--- src/rtl/rbuf_avg.sv ---
`default_nettype none
// ============================================================================
//  Module      : rbuf_avg
//  Description : Reads the M-word rbuf ring back on each done trigger and
//                emits the truncated moving average of the ring contents.
//  Revision    : 1.0 - initial release
// ============================================================================
module rbuf_avg #(
    parameter int M         = 4,
    parameter int ADDR_SIZE = 5,
    parameter int DATA_SIZE = 12,
    parameter int RD_LAT    = 1
) (
    input  logic                 clk,
    input  logic                 rst,
    input  logic                 done_i,
    output logic [ADDR_SIZE-1:0] rd_addr,
    input  logic [DATA_SIZE-1:0] rd_data,
    output logic [DATA_SIZE-1:0] avg,
    output logic                 avg_valid,
    output logic                 busy,
    output logic                 overrun
);

    localparam int LOG2M  = $clog2(M);
    localparam int ACC_W  = DATA_SIZE + LOG2M;
    localparam int FILL_W = $clog2(M + 1);
    localparam logic [ADDR_SIZE-1:0] LAST_ADDR = ADDR_SIZE'(M - 1);
    localparam logic [FILL_W-1:0]    FILL_MAX  = FILL_W'(M);

    typedef enum logic [1:0] {
        S_IDLE  = 2'd0,
        S_READ  = 2'd1,
        S_DRAIN = 2'd2,
        S_OUT   = 2'd3
    } state_t;

    state_t               state_q, state_d;
    logic [ADDR_SIZE-1:0] addr_q, addr_d;
    logic [ACC_W-1:0]     acc_q, acc_d;
    logic [DATA_SIZE-1:0] avg_q, avg_d;
    logic                 vld_q, vld_d;
    logic                 busy_q, busy_d;
    logic                 ovr_q, ovr_d;
    logic [FILL_W-1:0]    fill_q, fill_d;
    logic                 pend_q, pend_d;
    logic                 done_q;
    logic                 rdv_q;

    logic w_trig;
    logic w_cap;
    logic w_start;

    assign w_trig = done_i & ~done_q;
    // rdv_q marks that an address was issued one cycle ago (2-cycle BRAM path)
    assign w_cap  = (RD_LAT == 1) ? (state_q == S_READ) : rdv_q;

    always_ff @(posedge clk or negedge rst) begin
        if (!rst) begin
            state_q <= S_IDLE;
            addr_q  <= '0;
            acc_q   <= '0;
            avg_q   <= '0;
            vld_q   <= 1'b0;
            busy_q  <= 1'b0;
            ovr_q   <= 1'b0;
            fill_q  <= '0;
            pend_q  <= 1'b0;
            done_q  <= 1'b0;
            rdv_q   <= 1'b0;
        end else begin
            state_q <= state_d;
            addr_q  <= addr_d;
            acc_q   <= acc_d;
            avg_q   <= avg_d;
            vld_q   <= vld_d;
            busy_q  <= busy_d;
            ovr_q   <= ovr_d;
            fill_q  <= fill_d;
            pend_q  <= pend_d;
            done_q  <= done_i;
            rdv_q   <= (state_q == S_READ);
        end
    end

    always_comb begin
        state_d = state_q;
        addr_d  = addr_q;
        acc_d   = w_cap ? (acc_q + ACC_W'(rd_data)) : acc_q;
        avg_d   = avg_q;
        vld_d   = 1'b0;
        busy_d  = busy_q;
        ovr_d   = ovr_q;
        fill_d  = fill_q;
        pend_d  = pend_q;
        w_start = 1'b0;

        case (state_q)
            S_IDLE: begin
                if (w_trig) begin
                    w_start = 1'b1;
                end
            end
            S_READ: begin
                if (addr_q == LAST_ADDR) begin
                    state_d = S_DRAIN;
                    addr_d  = '0;
                end else begin
                    addr_d  = addr_q + 1'b1;
                end
            end
            S_DRAIN: begin
                if (!w_cap) begin
                    state_d = S_OUT;
                    avg_d   = acc_q[ACC_W-1:LOG2M];
                    vld_d   = (fill_q == FILL_MAX);
                    busy_d  = 1'b0;
                end
            end
            S_OUT: begin
                if (pend_q || w_trig) begin
                    w_start = 1'b1;
                    // a fresh trigger arriving alongside the pending one is kept
                    pend_d  = pend_q & w_trig;
                end else begin
                    state_d = S_IDLE;
                end
            end
            default: state_d = S_IDLE;
        endcase

        if ((state_q == S_READ || state_q == S_DRAIN) && w_trig) begin
            if (pend_q) begin
                ovr_d = 1'b1;
            end else begin
                pend_d = 1'b1;
            end
        end

        if (w_start) begin
            state_d = S_READ;
            addr_d  = '0;
            acc_d   = '0;
            busy_d  = 1'b1;
            if (fill_q != FILL_MAX) begin
                fill_d = fill_q + 1'b1;
            end
        end
    end

    assign rd_addr   = addr_q;
    assign avg       = avg_q;
    assign avg_valid = vld_q;
    assign busy      = busy_q;
    assign overrun   = ovr_q;

endmodule
`default_nettype wire

--- config.mk ---
export PLATFORM = sky130hd
export DESIGN_NAME = rbuf_avg
export DESIGN_NICKNAME = d
export VERILOG_FILES = /design/src/rtl/rbuf_avg.sv
export SDC_FILE = /design/constraint.sdc
export NUM_CORES = 1
export LEC_CHECK = 0
export BUFFER_PORTS_ARGS = -buffer_cell sky130_fd_sc_hd__buf_2
export CORE_ASPECT_RATIO = 0.8
export CORE_UTILIZATION = 50
export CTS_BUF_LIST = sky130_fd_sc_hd__clkbuf_2
export CTS_CLUSTER_DIAMETER = 120
export DETAILED_ROUTE_END_ITERATION = 7
export PLACE_DENSITY = 0.71
export SYNTH_ARGS = -nofsm -noshare
export SYNTH_HDL_FRONTEND = slang
export SYNTH_SLANG_ARGS = --single-unit
--- constraint.sdc ---
create_clock -name clk -period 2.8 [get_ports clk]
set_clock_uncertainty 0.05 [all_clocks]
set_input_delay 0.42 -clock clk [delete_from_list [all_inputs] [get_ports clk]]
set_output_delay 0.42 -clock clk [all_outputs]
set_load 0.01 [all_outputs]
# After elaboration in Yosys (flattened, before gate mapping)
# Index checks and enable logic that the tools add are counted.
# word_totals
out_inout_bits	20
inputBits	15
ff_bits	41
wordCells	59
# classes
bitwise_logic	4
mux	21
reduce_logical	12
eq_ne	9
add_sub_neg	3
# op_table
operator	n
14-bit two-way mux	2
5-bit two-way mux	3
14-bit by 12-bit adder with 14-bit output	1
1-bit two-way mux	11
2-bit AND reduction	4
2-bit two-way mux	3
3-bit inequality test, second input constant	2
2-bit case mux with 3 select lines	1
5-bit by 1-bit adder with 5-bit output, second input constant	1
5-bit by 2-bit equality test with 1-bit output, second input constant	1
2-bit equality test, second input constant	2
2-bit nonzero test	2
4-bit nonzero test	1
3-bit by 1-bit adder with 3-bit output, second input constant	1
3-bit equality test, second input constant	1
3-bit by 1-bit inequality test with 1-bit output, second input constant	1
3-bit AND reduction	1
1-bit AND	2
2-bit by 1-bit equality test with 1-bit output, second input constant	1
2-bit zero test	1
1-bit logical OR	2
2-bit by 1-bit inequality test with 1-bit output, second input constant	1
1-bit NOT	2
1-bit case mux with 2 select lines	1
1-bit logical AND	1

# Depth between registers and ports, before layout
# Gate-level depths: netlist of the first run.
# depth
depth_word	7
ltp_mapped	8
mapped_depth_nobuf	8

# Least setup slack after synthesis of the first run
# OpenSTA, ideal clock, no wires.
# synth_timing
kind	input-to-reg
start	input rd_data[0]
end	register acc_q[12]
n_path_buf	0
t_required_ns	2.618
t_arrival_ns	1.913
path_stages	8
slack_ns	0.705
setup_ns	0.132
cell_sequence	ha_1 fa_1 a21oi_1 o211a_1 nor3_1 o31ai_1 xor2_1 nor2_1
# synth_between
elab_chain_len	3
# synth_rtl
item	line	source
from (decl)	18	input logic [DATA_SIZE-1:0] rd_data,
14-bit by 12-bit adder with 14-bit output	89	acc_d = w_cap ? (acc_q + ACC_W'(rd_data)) : acc_q;
14-bit two-way mux	89	
14-bit two-way mux	140	if (w_start) begin
to (signal assigned)	62	acc_q <= '0;
to (signal assigned)	74	acc_q <= acc_d;
to (decl)	40	logic [ACC_W-1:0] acc_q, acc_d;
# No other way between the ends. The select of a mux whose other input is x is not followed.
# A chain may end at the register's enable or synchronous reset.

# Worst setup path in the final report of the first run
# layout_timing
start	register acc_q[0]
end	register acc_q[12]
# layout_between
elab_chain_len	3
# layout_rtl
item	line
14-bit by 12-bit adder with 14-bit output	89
14-bit two-way mux	89
14-bit two-way mux	140
# No other way between the ends. The select of a mux whose other input is x is not followed.

==> results of run 1 <==
## stage by stage
step	cell area [um^2]	utilization, %	hold slack, ps	power, mW
final	2610	60.6	50.9	2.99
after global routing	2610	60.6	28.4	3.28
after floorplan	2330	-	74.4	2.31
after CTS	2610	60.6	42.1	3.02
after detailed placement	2560	59.5	404	2.74
after global placement	2560	59.5	397	2.70
## critical path, cell delays in order (launching register included)
cell,delay [ps]
dfrtp_1,440
ha_1,200
fa_1,420
a21oi_1,260
o211a_1,250
nor3_1,60
o31ai_1,250
xor2_1,170
nor2_1,50
## cell usage after synthesis (2+ instances only)
cell type,number
a211oi_1,3
a21o_1,2
a21oi_1,14
buf_2,2
clkbuf_1,4
dfrtp_1,41
ha_1,20
inv_1,8
mux2_2,14
mux2i_1,8
nand2_1,16
nand2b_1,5
nand3_1,3
nand4_1,2
nor2_1,28
nor2b_1,3
nor3_1,2
o211a_1,2
o21ai_0,12
o31ai_1,2
xnor2_1,7
xor2_1,6
## cell families (layout without fill, tap and decap cells)
| kind of cell | Yosys count | in the layout | synth area share [%] |
|---|---|---|---|
| and+or+nand+nor | 67 | 67 | 13.5 |
| AOI/OAI and AO/OA | 46 | 46 | 13.1 |
| DFF | 41 | 41 | 44.1 |
| muxes | 22 | 22 | 10.2 |
| adders and majority gates | 21 | 21 | 11.6 |
| buffers and inverters | 15 | 53 | 2.53 |
| xor gates and xnor gates | 13 | 13 | 4.89 |
## registers in the layout (all words and copies together), names as in the netlist
signal     count
state_q        2
busy           1
overrun        1
avg_valid      1
acc_q         14
rd_addr        5
pend_q         1
avg           12
fill_q         3
done_q         1
## cell type report
class | count | area, um^2
inverter | 8 | 30.0
clock buffer | 5 | 25.0
multi-input combinational | 169 | 1240
fill | 394 | 1700
sequential | 41 | 1030
clock inverter | 3 | 25.0
tap | 57 | 71.3
timing repair buffer | 37 | 193
## worst min path at each step
| stage | startpoint | end | slack, ps |
|---|---|---|---|
| after floorplan | rst | acc_q[0] | 70 |
| after global placement | overrun | overrun | 400 |
| after detailed placement | overrun | overrun | 400 |
| after CTS | done_i | done_q | 40 |
| after global routing | done_i | done_q | 30 |
| final | rst | avg_valid | 50 |
## power by group
part | switching (mW) | internal, mW | leakage [nW]
combinational | 0.880 | 0.778 | 0.743
clock | 0.212 | 0.0664 | 0.0296
sequential | 0.191 | 0.860 | 0.510
total | 1.28 | 1.70 | 1.28
## layer usage
| metal | vias up | track usage, % | wire (um) |
|---|---|---|---|
| li1 | 864 | - | - |
| met1 | 820 | 27.7 | 2270 |
| met2 | 27 | 30.4 | 1790 |
| met3 | 7 | 4.38 | 148 |
| met4 | 0 | 5.56 | 34 |
| met5 | - | 0 | 0 |
## layout by cell type, fill, tap and decap left out, drive strengths merged, types with 2 or more instances in the layout
master  instances
a211oi          3
a21o            2
a21oi          16
buf            37
clkbuf          5
dfrtp          41
ha             20
inv             9
mux2           14
mux2i           8
nand2          17
nand2b          5
nand3           3
nand4           2
nor2           28
nor2b           3
nor3            2
o211a           2
o21ai          13
o31ai           2
xnor2           7
xor2            6
==> reports/results.ini, run 1 <==
[synth]
synth_area_um2 = 2330
synth_fp_nets = 261
postSynthRegisterBits = 41
synth_area_leaders = dfrtp_1 (44%), ha_1 (11%), mux2_2 (6.8%)
synth_top_area_cell = dfrtp_1
synthCells = 225
ys_warn_count = 0
postSynthAreaPerCell_um2 = 10.3
synth_top_area_share_pct = 44.1
yosys.cell_types.count = 43
async_reset_ff_share_pct = 100
synth_edf_count = 0
seq_area_frac_synth_pct = 44.1
ys.flop_type = dfrtp_1

[layout]
instances_no_fill = 320
layout-drive-gt1-share_pct = 24.7
syn2layout_area_growth_pct = 12.3
diodes = 0
layout.nets = 298

[floorplanning]
io-pin-count = 35
floorplan.initialDensity_pct = 54.0
die_x_um = 78.3
num_rows = 21
coreArea_um2 = 4310
dieArea_um2 = 4930
die_height_um = 63.0

[placed_design]
place.gp.congestion = 0.774
pre_cts_ws_ps = 450
placed_cells = 312
portBuffers = 34
place_hpwl_mm = 3.07

[critical_path]
startpoint_type = flop
end_kind = flop
worstSetupStartpoint = acc_q[0]
rr_startpoint = acc_q[0]
r2r-end = acc_q[12]
required_ps = 3060
worstPathMaxFanout = 3
crit_end = acc_q[12]
worst_r2r_path_depth = 8
path_class = reg -> reg
critPathArrivalTime_ps = 2510
r2r_setup_slack_ps = 550

[detailed_routing]
routedWlPerCell_um = 13.2
wl_mm = 4.24
drtIter0Drc = 82
num_vias = 1718
ant_nets = 0
drc = 0
dr.pass1.iters = 4
viasPerCell = 5.37

[clock_tree]
clk_latency_ps = 410
post_cts_resized = 0
clockRootBuffer = clkbuf_2
clkSinkCount = 41
cts.clk_slew.worst_paths_ps = 240
post_cts_buffers = 0
cts_buffers = 5
cts_hold_buf = 0
cts_tree = yes
clk_path_buf_depth = 2
htree_levels = 2

[sta]
setup_tns_ps = 0
tightest_slew_ps = 896
drv_slew = 0
final_hold_viol_count = 0
period_minus_slack_ps = 2250
finalSetupViolations = 0
rsz0062_at_grt = false
max_slew_margin_pct = 40.3
post-route-period-util_pct = 80.3
fmax_ghz = 0.445
setup_ws_ps = 552

[grt]
grt_pass1_wl_mm = 7.52
overflow = 0
grt_pass1_vias = 1613
grt_max_degree = 42
grt_util_all_layers_pct = 19.7
grt_antenna_before_repair = 0

[hold_path]
hp-class = in -> async

[power_and_ir_drop]
leakage_nw = 1.28
p_per_area_nw_per_um2 = 1140
ir_worst_vdd_mv = 0.723

[run_status]
status = complete, no violations

[job]
cap_violations = 0

No activity file was read; power rests on OpenSTA's default activity.
==> run 2, diff against run 1 <==
clock period = 2.1 ns   (was 2.8 ns; I/O delays follow)
==> run 2 against run 1 <==
  * The flow now finishes with violations (setup timing)
  * Sequential power is 35% higher
  * Register-to-register slack worse by 580 ps
  * Worst setup slack worse by 580 ps
  * Utilization is 4.0 points higher
  * Cell area is 6.7% higher
  * Fmax is 5.5% higher
  * Critical path type unchanged
  * Largest cell class unchanged
==> reports/results.ini, run 2 (synthesis results as in run 1) <==
[clock_tree]
htree_levels = 2
clk_path_buf_depth = 2
cts.clk_slew.worst_paths_ps = 210
clk_latency_ps = 390
cts_tree = yes
cts_buffers = 5
clockRootBuffer = clkbuf_2
clkSinkCount = 41

[critical_path]
path_class = reg -> reg
critPathBufInv = 0
worstPathMaxFanout = 3
max_stage_delay_ps = 450
startpoint_type = flop
end_kind = flop
crit_path_top_delay_cell = dfrtp_1
critPathArrivalTime_ps = 2390
path_cells = ha_4 -> fa_2 -> a21oi_4 -> o211a_1 -> nor3_2 -> o31ai_2 -> xor2_1 -> nor2_1
path_delay_family = compound AO/OA/AOI/OAI gates
required_ps = 2360

[run_status]
violations = setup timing
status = finished with violations

[grt]
grt_max_degree = 23
grt_pass1_vias = 1700
overflow = 0
grt_util_all_layers_pct = 21.2
grt_pass1_wl_mm = 7.98
grt_antenna_before_repair = 0

[placed_design]
pre_cts_ws_ps = -150
place.gp.congestion = 0.791
portBuffers = 34
place_hpwl_mm = 3.45

[detailed_routing]
routedWlPerCell_um = 14.3
num_vias = 1756
viasPerCell = 5.27
wl_mm = 4.78
drtIter0Drc = 110
ant_nets = 0
drc = 0
dr.pass1.iters = 4

[layout]
diodes = 0
syn2layout_area_growth_pct = 19.7
largest_register_ffs = 14
layout.nets = 311
layout-drive-gt1-share_pct = 30.1
layout_common_cells = dfrtp_1 (41), buf_2 (34), nor2_1 (28), ha_1 (17), nand2_1 (16)
regMostFlops = acc_q
nFillCells = 371
final_common_cell = dfrtp_1
utilization_pct = 64.7

[floorplanning]
floorplan.initialDensity_pct = 54.0
num_rows = 21
die_height_um = 63.0
io-pin-count = 35
coreArea_um2 = 4310
die_x_um = 78.3
dieArea_um2 = 4930

[sta]
finalSetupViolations = 3
setup_ws_ps = -30.5
setup_tns_ps = -44.9
rsz0062_at_grt = true
fmax_ghz = 0.469
max_slew_margin_pct = 67.3
post-route-period-util_pct = 101
holdWs_ps = 245
period_minus_slack_ps = 2130
drv_slew = 0
tightest_slew_ps = 490
final_hold_viol_count = 0

[power_and_ir_drop]
leakage_nw = 1.35
p_total_mw = 4.33
p_per_area_nw_per_um2 = 1550
ir_worst_vdd_mv = 0.896

[job]
cap_violations = 0

[hold_path]
hp-class = in -> reg

run 2: changes by cell type in the layout (fill, tap and decap cells not counted), moves of 2 or more:
cell / before / now
ha_2: 0 / 2
dlygate4sd3_1: 0 / 2
ha_1: 20 / 17
a21oi_1: 14 / 12
buf_4: 3 / 13
run 2: cell type report:
class | count | area [um^2] | share of cell area, %
multi-input cells | 169 | 1290 | 46.2
flip-flops and latches | 41 | 1030 | 36.8
well taps | 57 | 71.3 | 2.56
clock buffers | 6 | 30.0 | 1.08
inverters | 8 | 30.0 | 1.08
clock inverters | 2 | 33.8 | 1.21
repair buffers | 50 | 308 | 11.0
run 2: power by group:
part | total [mW] | switching, mW | internal, mW
sequential | 1.42 | 0.269 | 1.15
clock | 0.462 | 0.258 | 0.203
combinational | 2.45 | 1.27 | 1.18
run 2: worst paths after layout:
check | start | to | slack (ps) | depth (start not counted)
hold / removal | rd_data[0] | acc_q[0] | 250 | 4
setup / recovery | acc_q[0] | acc_q[12] | -30 | 8
max in group asynchronous | rst | acc_q[13] | 1180 | 3
setup reg to reg | acc_q[0] | acc_q[12] | -30 | 8
hold reg to reg | fill_q[0] | fill_q[0] | 470 | 1
min in group asynchronous | rst | acc_q[6] | 330 | 2
run 2: what timing repair did:
| action | in CTS | in global routing |
|---|---|---|
| pin swaps | 3 | 16 |
| hold buffers | 2 | 0 |
| setup endpoints to repair | 3 | 5 |
| setup buffers | 1 | 4 |
| resized for setup | 3 | 7 |
| endpoints found under the hold margin | 20 | 0 |
run 2: worst register-to-register path: stages (launching register included):
cell and delay, ps:
dfrtp_1 450, ha_4 180, fa_2 430, a21oi_4 200, o211a_1 230, nor3_2 60, o31ai_2 220, xor2_1 170
nor2_1 60
run 2: metrics by stage:
| stage | cell area, um^2 | instances |
|---|---|---|
| 2_1_floorplan | 2330 | 225 |
| 3_3_place_gp | 2620 | 318 |
| 3_5_place_dp | 2620 | 318 |
| 4_1_cts | 2720 | 329 |
| 5_1_grt | 2790 | 333 |
| 6_report | 2790 | 333 |
run 2: layer usage:
| layer | part of all wire, % | up-vias | track usage [%] |
|---|---|---|---|
| met5 | 0 | - | 0 |
| met4 | 0.80 | 0 | 6.25 |
| met3 | 3.7 | 5 | 4.38 |
| met2 | 45 | 38 | 32.9 |
| met1 | 50 | 823 | 30.0 |
| li1 | - | 890 | - |
==> run 3, diff against run 2 <==
ABC_AREA = 1   (was not set)
==> run 3 against run 2 <==
  * The run now ends clean
  * Worst hold slack worse by 62 ps
  * Clock power is 27% lower
  * Die area is 4.8% higher
  * Sequential share of layout area is 0.42 points higher
  * Critical path depth is 2 higher
  * Critical path type unchanged
  * Combinational power is 7% lower
  * Routed wire length is 6.9% higher
  * Total power is 8.4% lower
  * Register-to-register slack better by 250 ps
  * Cell area is 1.1% lower
  * Cell count is 24% higher
  * Non-clock buffer count is 11 lower
==> reports/results.ini, run 3 <==
[layout]
final_common_cell = nand2_1
layout_common_cells = nand2_1 (99), dfrtp_1 (41), inv_1 (37), buf_2 (34), nor2_1 (22)
instances_no_fill = 412
regMostFlops = acc_q
utilization_pct = 59.2
diodes = 0
layout.nets = 388
syn2layout_area_growth_pct = 12.9
layout-drive-gt1-share_pct = 15.3
largest_register_ffs = 14

[detailed_routing]
drtIter0Drc = 142
met2RoutedLength_mm = 2.13
met1_length_mm = 2.63
wl_mm = 5.11
num_vias = 2083
drc = 0
top_layer = met4
viasPerCell = 5.06
met3WireLength_um = 277
routedWlPerCell_um = 12.4
dr.pass1.iters = 6
ant_nets = 0

[clock_tree]
clk_latency_ps = 410
htree_levels = 2
cts_tree = yes
cts_hold_buf = 2
clkSinkCount = 41
post_cts_buffers = 0
cts_buffers = 5
post_cts_resized = 0
clk_path_buf_depth = 2
cts.clk_slew.worst_paths_ps = 210
clockRootBuffer = clkbuf_2

[synth]
synth_edf_count = 0
async_reset_ff_share_pct = 100
synth_top_area_cell = dfrtp_1
synth_top_area_share_pct = 42.0
synth_common_cells = nand2_1 (99), dfrtp_1 (41), inv_1 (37)
postSynthAreaPerCell_um2 = 7.90
yosys.cell_types.count = 32
synth_area_um2 = 2440
postSynthRegisterBits = 41
synth.most_common_cell = nand2_1
synth_fp_nets = 345
synth_area_leaders = dfrtp_1 (42%), nand2_1 (15%), ha_1 (10%)
seq_area_frac_synth_pct = 42.0
ys.flop_type = dfrtp_1
ys_warn_count = 0
synthCells = 309

[power_and_ir_drop]
ir_worst_vdd_mv = 0.734
leakage_nw = 1.55
p_total_mw = 3.97
p_per_area_nw_per_um2 = 1440

[critical_path]
path_class = reg -> reg
startpoint_type = flop
required_ps = 2380
end_kind = flop
critPathArrivalTime_ps = 2160
worstPathMaxFanout = 4

[placed_design]
place_hpwl_mm = 3.91
place.gp.congestion = 0.916
portBuffers = 34
placed_cells = 403

[sta]
max_slew_margin_pct = 66.6
fmax_ghz = 0.532
final_hold_viol_count = 0
post-route-period-util_pct = 89.5
period_minus_slack_ps = 1880
setup_tns_ps = 0
finalSetupViolations = 0
rsz0062_at_grt = false
holdWs_ps = 184
drv_slew = 0
tightest_slew_ps = 501

[floorplanning]
num_rows = 22
floorplan.initialDensity_pct = 52.5
io-pin-count = 35
dieArea_um2 = 5170
coreArea_um2 = 4650
die_x_um = 80.1
die_height_um = 64.5

[grt]
grt_pass1_wl_mm = 8.57
grt_pass1_vias = 1849
overflow = 0
grt_max_degree = 22
grt_antenna_before_repair = 0
grt_util_all_layers_pct = 22.0

[run_status]
status = complete, no violations

[hold_path]
hp-class = in -> reg

[job]
cap_violations = 0

## run 3: cell types whose count changed in the layout (fill, tap and decap cells not counted), moves of 4 or more
cell | before | now
nand2_1 | 16 | 99
inv_1 | 8 | 37
nand3_1 | 3 | 19
mux2_2 | 14 | 0
buf_4 | 13 | 2
mux2i_1 | 8 | 0
nor2_1 | 28 | 22
nand2b_1 | 5 | 0
nand2_2 | 1 | 5
## run 3: cell type report
cell class / count / area (um^2)
Inverter: 41 / 159
Tap cell: 60 / 75.1
Sequential cell: 41 / 1030
Multi-Input combinational cell: 224 / 1240
Timing Repair Buffer: 39 / 225
Clock inverter: 1 / 3.75
Fill cell: 439 / 1900
Clock buffer: 6 / 30.0
## run 3: per-stage QoR
stage | setup slack (ps) | cell area [um^2]
after floorplan | 420 | 2440
after global placement | 265 | 2700
after detailed placement | 216 | 2700
after CTS | 227 | 2760
after global routing | 73.0 | 2760
final | 221 | 2760
## run 3: worst paths after layout
path                              endpoint  slack (ps)        from  cells after the start
worst max register to register    acc_q[8]         220    acc_q[0]                     10
worst min register to register     overrun         430     overrun                      1
min in group asynchronous           avg[6]         320         rst                      2
worst max-delay path              acc_q[8]         220    acc_q[0]                     10
worst min-delay path              acc_q[0]         180  rd_data[0]                      3
max in group asynchronous       rd_addr[2]        1190         rst                      3
## run 3: kinds of logic after synthesis
kind of cell               Yosys count  synth area share, %
AOI/OAI and AO/OA                   38                 9.12
xor gates and xnor gates            10                 3.59
adders and majority gates           21                 11.1
buffers and inverters               44                 7.33
DFF                                 41                 42.0
and+or+nand+nor                    155                 26.9
## run 3: worst max-delay path, cell delays in order, from the launching register on
cell and delay, ps:
dfrtp_1 430, ha_1 210, fa_1 450, nand3_1 120
nand2_1 120, nand2_1 90, nand3_1 80, nor2_1 100
nor2_1 50, nand2_1 60, nand2_1 50
## run 3: power by group
| group | switching (mW) | total, mW | internal (mW) | leakage (nW) |
|---|---|---|---|---|
| Sequential | 0.234 | 1.36 | 1.12 | 0.518 |
| Clock | 0.259 | 0.337 | 0.0777 | 0.0265 |
| Combinational | 1.40 | 2.27 | 0.867 | 1.01 |
## run 3: layer usage
metal	GRT usage, %	vias up
li1	-	1079
met1	31.8	941
met2	33.1	56
met3	4.65	7
met4	6.70	0
met5	0	-
